[src/rtl/dmem_arbiter_pkg.sv]
// dmem_arbiter_pkg
//   Shared definitions for the two-requester data-memory arbiter:
//   FSM state encoding, the data word returned on a timeout abort,
//   and the requester ids (also used as grant ids).
package dmem_arbiter_pkg;

    typedef enum logic [1:0] {
        ST_IDLE  = 2'd0,
        ST_ISSUE = 2'd1,
        ST_WAIT  = 2'd2,
        ST_RESP  = 2'd3
    } state_t;

    localparam logic [31:0] TIMEOUT_DATA = 32'hDEAD_BEEF;

    localparam logic REQ_CPU = 1'b0;
    localparam logic REQ_DMA = 1'b1;

endpackage

[src/rtl/dmem_arbiter_if.sv]
// dmem_arbiter_if
//   Bundles both requester ports and the single memory data port.
//   Requester i uses slice [i*W +: W] of the packed request vectors.
//   Modports:
//     master - the arbiter: takes requests, drives acks and memory strobes
//     slave  - the environment: requesters plus the memory itself
interface dmem_arbiter_if #(
    parameter int ADDR_W = 32,
    parameter int DATA_W = 32
);
    localparam int BSEL_W = DATA_W / 8;

    logic [1:0]          req_valid;
    logic [1:0]          req_wen;
    logic [2*ADDR_W-1:0] req_addr;
    logic [2*DATA_W-1:0] req_wdata;
    logic [2*BSEL_W-1:0] req_bsel;
    logic [1:0]          req_ack;
    logic [DATA_W-1:0]   resp_rdata;

    logic [ADDR_W-1:0]   mem_addr;
    logic                mem_ren;
    logic                mem_wen;
    logic [DATA_W-1:0]   mem_wdata;
    logic [BSEL_W-1:0]   mem_bsel;
    logic [DATA_W-1:0]   mem_rdata;
    logic                mem_ready;

    modport master (
        input  req_valid, req_wen, req_addr, req_wdata, req_bsel,
        output req_ack, resp_rdata,
        output mem_addr, mem_ren, mem_wen, mem_wdata, mem_bsel,
        input  mem_rdata, mem_ready
    );

    modport slave (
        output req_valid, req_wen, req_addr, req_wdata, req_bsel,
        input  req_ack, resp_rdata,
        input  mem_addr, mem_ren, mem_wen, mem_wdata, mem_bsel,
        output mem_rdata, mem_ready
    );

endinterface

[src/rtl/dmem_arbiter_arb_pick2.sv]
// arb_pick2
//   Combinational 2-way winner select.
//   Ports: req[1:0] pending requests, last_grant id of the previous winner,
//          grant id of the winner (meaningful only when |req).
//   Build option ARB_ROUND_ROBIN_EN: a tie goes to the requester that did
//   not win last time. Without it, requester 0 (CPU) always wins a tie.
module arb_pick2
    import dmem_arbiter_pkg::*;
(
    input  logic [1:0] req,
    input  logic       last_grant,
    output logic       grant
);

`ifdef ARB_ROUND_ROBIN_EN
    always_comb begin
        grant = REQ_CPU;
        if (&req)       grant = ~last_grant;
        else if (req[1]) grant = REQ_DMA;
    end
`else
    // Fixed priority has no history; keep the port so both builds share a shell.
    logic unused_last_grant;
    assign unused_last_grant = last_grant;

    always_comb begin
        grant = REQ_CPU;
        if (!req[0] && req[1]) grant = REQ_DMA;
    end
`endif

endmodule

[src/rtl/dmem_arbiter.sv]
// dmem_arbiter
//   Serialises CPU (requester 0) and DMA (requester 1) accesses onto one
//   memory data port: latches the winner's operands, issues a one-cycle
//   read/write strobe, waits for mem_ready (bounded by TIMEOUT), then returns
//   a one-cycle ack with read data.
//   Ports: clk, reset (sync, active high); bus (dmem_arbiter_if.master);
//          busy = FSM not idle; timeout_err = sticky timeout flag.
//   Build option ARB_ROUND_ROBIN_EN selects round-robin tie breaking
//   (inside arb_pick2); default is fixed CPU priority.
module dmem_arbiter
    import dmem_arbiter_pkg::*;
#(
    parameter int ADDR_W  = 32,
    parameter int DATA_W  = 32,
    parameter int TIMEOUT = 255
) (
    input  logic           clk,
    input  logic           reset,
    dmem_arbiter_if.master bus,
    output logic           busy,
    output logic           timeout_err
);
    localparam int         BSEL_W    = DATA_W / 8;
    // Counter starts at 0 on WAIT entry, so the last allowed WAIT cycle is TIMEOUT-1.
    localparam logic [7:0] WAIT_LAST = 8'(TIMEOUT - 1);

    state_t            state;
    logic              gnt;
    logic              winner;
    logic              last_grant;
    logic              is_write;
    logic [7:0]        wait_cnt;
    logic [1:0]        ack;
    logic              ren;
    logic              wen;
    logic [ADDR_W-1:0] addr_q;
    logic [DATA_W-1:0] wdata_q;
    logic [BSEL_W-1:0] bsel_q;
    logic [DATA_W-1:0] rdata_q;

    logic [ADDR_W-1:0] sel_addr;
    logic [DATA_W-1:0] sel_wdata;
    logic [BSEL_W-1:0] sel_bsel;
    logic              sel_wen;

    arb_pick2 u_pick (
        .req        (bus.req_valid),
        .last_grant (last_grant),
        .grant      (gnt)
    );

    // Operands of whichever requester wins this cycle.
    always_comb begin
        sel_addr  = gnt ? bus.req_addr[ADDR_W +: ADDR_W]  : bus.req_addr[0 +: ADDR_W];
        sel_wdata = gnt ? bus.req_wdata[DATA_W +: DATA_W] : bus.req_wdata[0 +: DATA_W];
        sel_bsel  = gnt ? bus.req_bsel[BSEL_W +: BSEL_W]  : bus.req_bsel[0 +: BSEL_W];
        sel_wen   = gnt ? bus.req_wen[1] : bus.req_wen[0];
    end

    always_ff @(posedge clk) begin
        if (reset) begin
            state       <= ST_IDLE;
            ack         <= '0;
            ren         <= 1'b0;
            wen         <= 1'b0;
            busy        <= 1'b0;
            timeout_err <= 1'b0;
            addr_q      <= '0;
            wdata_q     <= '0;
            bsel_q      <= '0;
            rdata_q     <= '0;
            is_write    <= 1'b0;
            winner      <= REQ_CPU;
            last_grant  <= REQ_DMA;
            wait_cnt    <= '0;
        end else begin
            // Strobes and ack are single-cycle pulses.
            ack <= '0;
            ren <= 1'b0;
            wen <= 1'b0;
            case (state)
                ST_IDLE: begin
                    if (|bus.req_valid) begin
                        winner     <= gnt;
                        last_grant <= gnt;
                        addr_q     <= sel_addr;
                        wdata_q    <= sel_wdata;
                        bsel_q     <= sel_bsel;
                        is_write   <= sel_wen;
                        ren        <= ~sel_wen;
                        wen        <= sel_wen;
                        busy       <= 1'b1;
                        state      <= ST_ISSUE;
                    end
                end
                ST_ISSUE: begin
                    // mem_ready seen here belongs to nothing we issued; ignore it.
                    wait_cnt <= '0;
                    state    <= ST_WAIT;
                end
                ST_WAIT: begin
                    if (bus.mem_ready) begin
                        rdata_q     <= is_write ? '0 : bus.mem_rdata;
                        ack[winner] <= 1'b1;
                        state       <= ST_RESP;
                    end else if (wait_cnt == WAIT_LAST) begin
                        rdata_q     <= DATA_W'(TIMEOUT_DATA);
                        timeout_err <= 1'b1;
                        ack[winner] <= 1'b1;
                        state       <= ST_RESP;
                    end else begin
                        wait_cnt <= wait_cnt + 8'd1;
                    end
                end
                ST_RESP: begin
                    busy  <= 1'b0;
                    state <= ST_IDLE;
                end
                default: state <= ST_IDLE;
            endcase
        end
    end

    assign bus.req_ack    = ack;
    assign bus.resp_rdata = rdata_q;
    assign bus.mem_addr   = addr_q;
    assign bus.mem_ren    = ren;
    assign bus.mem_wen    = wen;
    assign bus.mem_wdata  = wdata_q;
    assign bus.mem_bsel   = bsel_q;

endmodule

[src/flat_wrapper.sv]
// flat-port wrapper written by rule: the top's interface ports become plain ports
module dmem_arbiter_flat import dmem_arbiter_pkg::*;
#(
    parameter int ADDR_W  = 32,
    parameter int DATA_W  = 32,
    parameter int TIMEOUT = 255
)
  (clk, reset, busy, timeout_err, bus_req_valid, bus_req_wen, bus_req_addr, bus_req_wdata, bus_req_bsel, bus_req_ack, bus_resp_rdata, bus_mem_addr, bus_mem_ren, bus_mem_wen, bus_mem_wdata, bus_mem_bsel, bus_mem_rdata, bus_mem_ready);
  dmem_arbiter_if #(.ADDR_W(ADDR_W), .DATA_W(DATA_W)) bus_i ();
  input  logic clk;
  input  logic reset;
  output logic busy;
  output logic timeout_err;
  input wire logic [$bits(bus_i.req_valid)-1:0] bus_req_valid;
  input wire logic [$bits(bus_i.req_wen)-1:0] bus_req_wen;
  input wire logic [$bits(bus_i.req_addr)-1:0] bus_req_addr;
  input wire logic [$bits(bus_i.req_wdata)-1:0] bus_req_wdata;
  input wire logic [$bits(bus_i.req_bsel)-1:0] bus_req_bsel;
  output wire logic [$bits(bus_i.req_ack)-1:0] bus_req_ack;
  output wire logic [$bits(bus_i.resp_rdata)-1:0] bus_resp_rdata;
  output wire logic [$bits(bus_i.mem_addr)-1:0] bus_mem_addr;
  output wire logic [$bits(bus_i.mem_ren)-1:0] bus_mem_ren;
  output wire logic [$bits(bus_i.mem_wen)-1:0] bus_mem_wen;
  output wire logic [$bits(bus_i.mem_wdata)-1:0] bus_mem_wdata;
  output wire logic [$bits(bus_i.mem_bsel)-1:0] bus_mem_bsel;
  input wire logic [$bits(bus_i.mem_rdata)-1:0] bus_mem_rdata;
  input wire logic [$bits(bus_i.mem_ready)-1:0] bus_mem_ready;
  assign bus_i.req_valid = bus_req_valid;
  assign bus_i.req_wen = bus_req_wen;
  assign bus_i.req_addr = bus_req_addr;
  assign bus_i.req_wdata = bus_req_wdata;
  assign bus_i.req_bsel = bus_req_bsel;
  assign bus_req_ack = bus_i.req_ack;
  assign bus_resp_rdata = bus_i.resp_rdata;
  assign bus_mem_addr = bus_i.mem_addr;
  assign bus_mem_ren = bus_i.mem_ren;
  assign bus_mem_wen = bus_i.mem_wen;
  assign bus_mem_wdata = bus_i.mem_wdata;
  assign bus_mem_bsel = bus_i.mem_bsel;
  assign bus_i.mem_rdata = bus_mem_rdata;
  assign bus_i.mem_ready = bus_mem_ready;
  dmem_arbiter #(.ADDR_W(ADDR_W), .DATA_W(DATA_W), .TIMEOUT(TIMEOUT)) u_core (.clk(clk), .reset(reset), .bus(bus_i), .busy(busy), .timeout_err(timeout_err));
endmodule
[config.mk]
export PLATFORM = sky130hd
export DESIGN_NAME = dmem_arbiter_flat
export DESIGN_NICKNAME = d
export VERILOG_FILES = /design/src/rtl/dmem_arbiter_pkg.sv /design/src/rtl/dmem_arbiter_if.sv /design/src/rtl/dmem_arbiter_arb_pick2.sv /design/src/rtl/dmem_arbiter.sv /design/src/flat_wrapper.sv
export SDC_FILE = /design/constraint.sdc
export NUM_CORES = 1
export LEC_CHECK = 0
export ABC_CLOCK_PERIOD_IN_PS = 2110
export CORE_MARGIN = 1.5
export CORE_UTILIZATION = 30
export DETAILED_ROUTE_END_ITERATION = 10
export GPL_ROUTABILITY_DRIVEN = 0
export SLEW_MARGIN = 20
export SYNTH_ARGS = -nofsm -noshare
export SYNTH_HDL_FRONTEND = slang
export SYNTH_SLANG_ARGS = --single-unit
[constraint.sdc]
create_clock -name clk -period 2.11 [get_ports clk]
set_input_delay 0.633 -clock clk [delete_from_list [all_inputs] [get_ports clk]]
set_output_delay 0.633 -clock clk [all_outputs]
set_load 0.01 [all_outputs]
==> results of run 1 <==
-- metrics by stage --
stage / TNS (ps) / std cells / cell area (sq um) / utilization (%) / total power (uW)
after global routing: 0 / 1062 / 8985 / 53.80 / 10990
after CTS: 0 / 1062 / 8985 / 53.80 / 10490
final: 0 / 1062 / 8985 / 53.80 / 10350
after floorplan: 0 / 545 / 5156 / - / 5294
after detailed placement: -2176 / 1030 / 8373 / 50.13 / 7454
after global placement: -454.7 / 1030 / 8373 / 50.13 / 7368
-- cell usage in the layout, fill, tap and decap left out, types with 21 or more instances in the layout --
| master | Yosys | layout |
|---|---|---|
| clkdlybuf4s50_1 | 0 | 279 |
| dfxtp_1 | 118 | 118 |
| mux2i_1 | 78 | 78 |
| nor2_1 | 75 | 75 |
| a211oi_1 | 71 | 71 |
| inv_1 | 30 | 30 |
| nand2b_1 | 25 | 25 |
| a221oi_1 | 24 | 24 |
| buf_4 | 1 | 22 |
| nand2_1 | 21 | 21 |
-- sequential cells by signal, summed over array words and instances (netlist names) --
signal,flops
u_core.bus.mem_addr,32
u_core.bus.mem_bsel,4
u_core.bus.mem_ren,1
u_core.bus.mem_wdata,32
u_core.bus.mem_wen,1
u_core.bus.req_ack,2
u_core.bus.resp_rdata,32
u_core.busy,1
u_core.is_write,1
u_core.state,2
u_core.timeout_err,1
u_core.wait_cnt,8
u_core.winner,1
-- cells in the mapped netlist (3+ instances only) --
| library cell | number |
|---|---|
| dfxtp_1 | 118 |
| mux2i_1 | 78 |
| nor2_1 | 75 |
| a211oi_1 | 71 |
| inv_1 | 30 |
| nand2b_1 | 25 |
| a221oi_1 | 24 |
| clkbuf_1 | 22 |
| nand2_1 | 21 |
| buf_2 | 16 |
| a21oi_1 | 9 |
| o21ai_0 | 7 |
| ha_1 | 6 |
| nor2b_1 | 4 |
| or4_1 | 4 |
| buf_1 | 3 |
| buf_6 | 3 |
| nand3_1 | 3 |
| nor3_1 | 3 |
-- layout make-up --
type | instances | area, sq um
repair buffers | 310 | 3138
well taps | 220 | 275.3
fillers | 1503 | 7716
clock inverters | 8 | 120.1
flip-flops and latches | 118 | 2362
multi-input cells | 352 | 2485
clock buffers | 24 | 491.7
inverters | 30 | 112.6
-- cell families (layout without fill, tap and decap cells) --
kind of cell / count (synthesis) / after routing
fa+ha+maj: 6 / 6
flops: 118 / 118
buf+inv: 75 / 372
simple gates: 145 / 145
mux: 78 / 78
compound gates: 123 / 123
-- routing by layer --
layer / global-route usage, % / share of wire [%] / up-vias / wire length (microns)
met1: 20.48 / 40 / 2272 / 6687
met3: 7.407 / 9.3 / 25 / 1545
met5: 0 / 0 / - / 0
met4: 7.766 / 2.2 / 0 / 368
li1: - / - / 2518 / -
met2: 31.62 / 48 / 204 / 8005
-- worst min-delay path, delay by kind of cell, from the launching register on --
kind	cells	cell delay, ps
flip-flops	1	300
AO/OA/AOI/OAI	1	60
buffers and inverters	1	40
-- worst paths after layout --
kind         cells past startpoint                startpoint                        to  slack (ps)
max                              1    u_core.bus.mem_addr[6]           bus_mem_addr[6]         130
min                              2  u_core.bus.resp_rdata[2]  u_core.bus.resp_rdata[2]         460
max reg2reg                      6           u_core.state[0]        u_core.wait_cnt[3]         300
min reg2reg                      2  u_core.bus.resp_rdata[2]  u_core.bus.resp_rdata[2]         460
-- power by group through the flow --
stage          combinational (uW)  clock (uW)  sequential [uW]
3_5_place_dp                 4160           0             3290
4_1_cts                      4170        3050             3270
5_1_grt                      4490        3150             3340
3_3_place_gp                 4090           0             3280
2_1_floorplan                1790           0             3500
6_report                     4120        2970             3270
==> flow_metrics.tcl, run 1 <==
set metrics [dict create \
    cp.arrival_ps 1350 \
    synthesis.nets 726 \
    hold_ws_ps 464.9 \
    die_w_microns 134.1 \
    worst-path-buf-inv 1 \
    wl_per_cell_microns 15.64 \
    clkPwrFrac_pct 28.7 \
    clkLatencyLatePin_ps 410 \
    final-hold-violation-count 0 \
    ctsLongestPathBuffers 2 \
    die_h_microns 134.1 \
    synth-adder-area-share_pct 1.456 \
    place_hpwl_microns 12550 \
    clock-sinks 118 \
    wl_microns 16610 \
    final-setup-viol-count 0 \
    synth_compound_area_share_pct 18.08 \
    drtIter0Drc 167 \
    holdBufCountCts 0 \
    p_sw_uw 3295 \
    comb_power_share_pct 39.8 \
    peakVddDrop_v 0.0006117 \
    required_ps 1480 \
    pre_cts_slack_ps -92.95 \
    syn_inst 545 \
    synth_cell_types 38 \
    grt_overflow 0 \
    post_cts_buffers 0 \
    worstPathMaxFanout 2 \
    synth_area_leaders "dfxtp_1 46%, mux2i_1 15%, a211oi_1 10%" \
    pwr-share-seq_pct 31.5 \
    synth_top_cell_by_area "dfxtp_1" \
    vias 5019 \
    cts_resized 0 \
    grt_use_total_pct 18.52 \
    status "complete, no violations" \
    max_freq_mhz 505.1 \
    synth_edf_count 0 \
    die_area_sq_um 17980 \
    drc_errors 0 \
    seq_area_frac_synth_pct 45.81 \
    h-tree-depth 4 \
    worst_pin_slew_ps 755.3 \
    ys_warn_count 0 \
    grt_pass1_vias 5150 \
    cp-start-kind "flop" \
    post_route_cells_drive_above_1_share_pct 8.314 \
    internal_power_uw 7059 \
    crit_type "flop to output port" \
    crit_family "buffers and inverters" \
    max_stage_delay_ps 600 \
    cts_root_buf "clkbuf_16" \
    grt_max_degree 61 \
    maxSlewViolCount 0 \
    area_growth_pct 74.25 \
    num_antenna_cells 0 \
    synth_top_family_by_area "compound AO/OA/AOI/OAI gates" \
    ios 281 \
    ant_nets 0 \
    synth_simple_gate_area_share_pct 13.15 \
    hp-class "flop to flop" \
    synth_xor_area_share_pct 0 \
    worstPathCellList "clkdlybuf4s50_1" \
    start_util_pct 30.87 \
    syn_area_sq_um 5156 \
    cts-buffers-inserted 17 \
    cts_tree "built" \
    muxShareOfSynthArea_pct 15.14 \
    power_switching_share_pct 31.82 \
    slew_headroom_pct 49.57 \
    core_region_area_sq_um 16700 \
    p_leak_uw 0.003428 \
    grt_setup_unrepaired "no" \
    synth_area_per_cell_sq_um 9.461 \
    rows 47 \
    slowest_stage "clkdlybuf4s50_1" \
    yosysTopAreaCellShare_pct 45.81 \
    viasPerCell 4.726 \
    synthFlopType "dfxtp_1" \
    port_buffers 280 \
    ys_ff_latch 118 \
    period_share_pct 93.82 \
    antenna_found_initial 0 \
    cts.clk_slew.worst_paths_ps 50 \
    fin_crit_ps 1980 \
    max_cap_viol_count 0 \
    finalNetCount 1010 \
    pwr_density_cell_nw_per_um2 1152 \
    finalWorstSetupSlack_ps 130.3 \
    end_kind "output port" \
    synthArstFlopShare_pct 0 \
    drt_first_pass_iters 4 \
    fin_skew_ps 6.425 \
    grt_pass1_wl_microns 26150 \
]
Power figures use the tool's default switching activity.
==> run 2, diff against run 1 <==
MAX_ROUTING_LAYER = met4   (was not set)
==> run 2 against run 1 <==
Against the previous run: register-to-register slack hardly changed; critical path type unchanged; largest power group unchanged; design area stayed put; total power hardly changed; first-iteration DRC count is 17% higher; critical endpoint unchanged; global-route usage is 0.54 points higher.
==> flow_metrics.tcl, run 2 (synthesized netlist as in run 1, its figures left out) <==
set metrics [dict create \
    holdBufCountCts 0 \
    start_util_pct 30.87 \
    final-hold-violation-count 0 \
    ctsLongestPathBuffers 2 \
    worst-path-buf-inv 1 \
    required_ps 1480 \
    final-setup-viol-count 0 \
    stdcell_area_sq_um 8985 \
    antenna_found_initial 0 \
    drtIter0Drc 195 \
    met2_usage_pct 31.41 \
    end_kind "output port" \
    final_cell_mix "279 x clkdlybuf4s50_1, 118 x dfxtp_1, 78 x mux2i_1" \
    max_cap_viol_count 0 \
    clock-sinks 118 \
    ios 281 \
    grt_max_degree 61 \
    die_h_microns 134.1 \
    clkLatencyLatePin_ps 410 \
    cts_tree "built" \
    crit_family "buffers and inverters" \
    period_share_pct 93.75 \
    slowest_stage "clkdlybuf4s50_1" \
    drc_errors 0 \
    cts_root_buf "clkbuf_16" \
    mostFrequentLayoutCell "clkdlybuf4s50_1" \
    vias 5039 \
    final_util_pct 53.80 \
    use_met3_pct 6.198 \
    worstPathCellList "clkdlybuf4s50_1" \
    hp-class "flop to flop" \
    core_region_area_sq_um 16700 \
    num_antenna_cells 0 \
    place_hpwl_microns 12550 \
    cts-buffers-inserted 17 \
    p_leak_uw 0.003428 \
    peakVddDrop_v 0.0006088 \
    place_area_sq_um 8373 \
    die_w_microns 134.1 \
    use_met1_pct 21.26 \
    fin_crit_ps 1978 \
    cp-start-kind "flop" \
    grt_setup_unrepaired "no" \
    h-tree-depth 4 \
    fin_skew_ps 6.652 \
    grt-busiest-layer "met2" \
    grt_use_total_pct 19.06 \
    cp.arrival_ps 1350 \
    slew_headroom_pct 49.54 \
    area_growth_pct 74.25 \
    max_stage_delay_ps 600 \
    rows 47 \
    pwr_density_cell_nw_per_um2 1152 \
    status "complete, no violations" \
    wl_microns 16650 \
    post_route_cells_drive_above_1_share_pct 8.314 \
    cts.clk_slew.worst_paths_ps 50 \
    max_freq_mhz 505.5 \
    wl_per_cell_microns 15.67 \
    worst_pin_slew_ps 755.9 \
    crit_type "flop to output port" \
    ant_nets 0 \
    grt_pass1_wl_microns 26050 \
    finalNetCount 1010 \
    die_area_sq_um 17980 \
    viasPerCell 4.745 \
    cts_resized 0 \
    grt_overflow 0 \
    post_cts_buffers 0 \
    worstPathMaxFanout 2 \
    maxSlewViolCount 0 \
    grt_pass1_vias 5177 \
    port_buffers 280 \
    drt_first_pass_iters 4 \
]
-- run 2: cell counts in the layout (fill, tap and decap cells not counted) --
Identical to the previous run, type by type.
-- run 2: area by class of cell --
class / count / area [sq um]
timing repair buffer: 310 / 3138
clock inverter: 8 / 120.1
inverter: 30 / 112.6
clock buffer: 24 / 491.7
fill: 1503 / 7716
sequential: 118 / 2362
tap: 220 / 275.3
multi-input combinational: 352 / 2485
-- run 2: metal layers --
metal / share of wire [%] / vias up
met5: 0 / -
met4: 2.4 / 0
met3: 8.2 / 30
met2: 48 / 209
met1: 42 / 2275
li1: - / 2525
-- run 2: final timing paths --
check | startpoint | to | slack (ps) | cells after the start
hold / removal | u_core.bus.resp_rdata[2] | u_core.bus.resp_rdata[2] | 460 | 2
setup reg to reg | u_core.state[0] | u_core.wait_cnt[3] | 300 | 6
setup / recovery | u_core.bus.mem_addr[6] | bus_mem_addr[6] | 130 | 1
hold reg to reg | u_core.bus.resp_rdata[2] | u_core.bus.resp_rdata[2] | 460 | 2
-- run 2: power by group --
group	leakage [uW]	switching, uW	internal, uW	total (uW)
Sequential	0.000971	394	2870	3270
Combinational	0.00216	1910	2210	4120
Clock	0.000296	992	1980	2970
-- run 2: metrics by stage --
stage	hold slack (ps)	setup TNS (ps)	setup slack, ps	power, uW	std cells
after floorplan	417.3	0	257.6	5294	545
after global placement	445.8	-454.7	-60.95	7368	1030
after detailed placement	455.7	-2176	-92.95	7454	1030
after CTS	468.9	0	89.51	10490	1062
after global routing	486.7	0	73.13	10990	1062
final	464.9	0	131.9	10350	1062
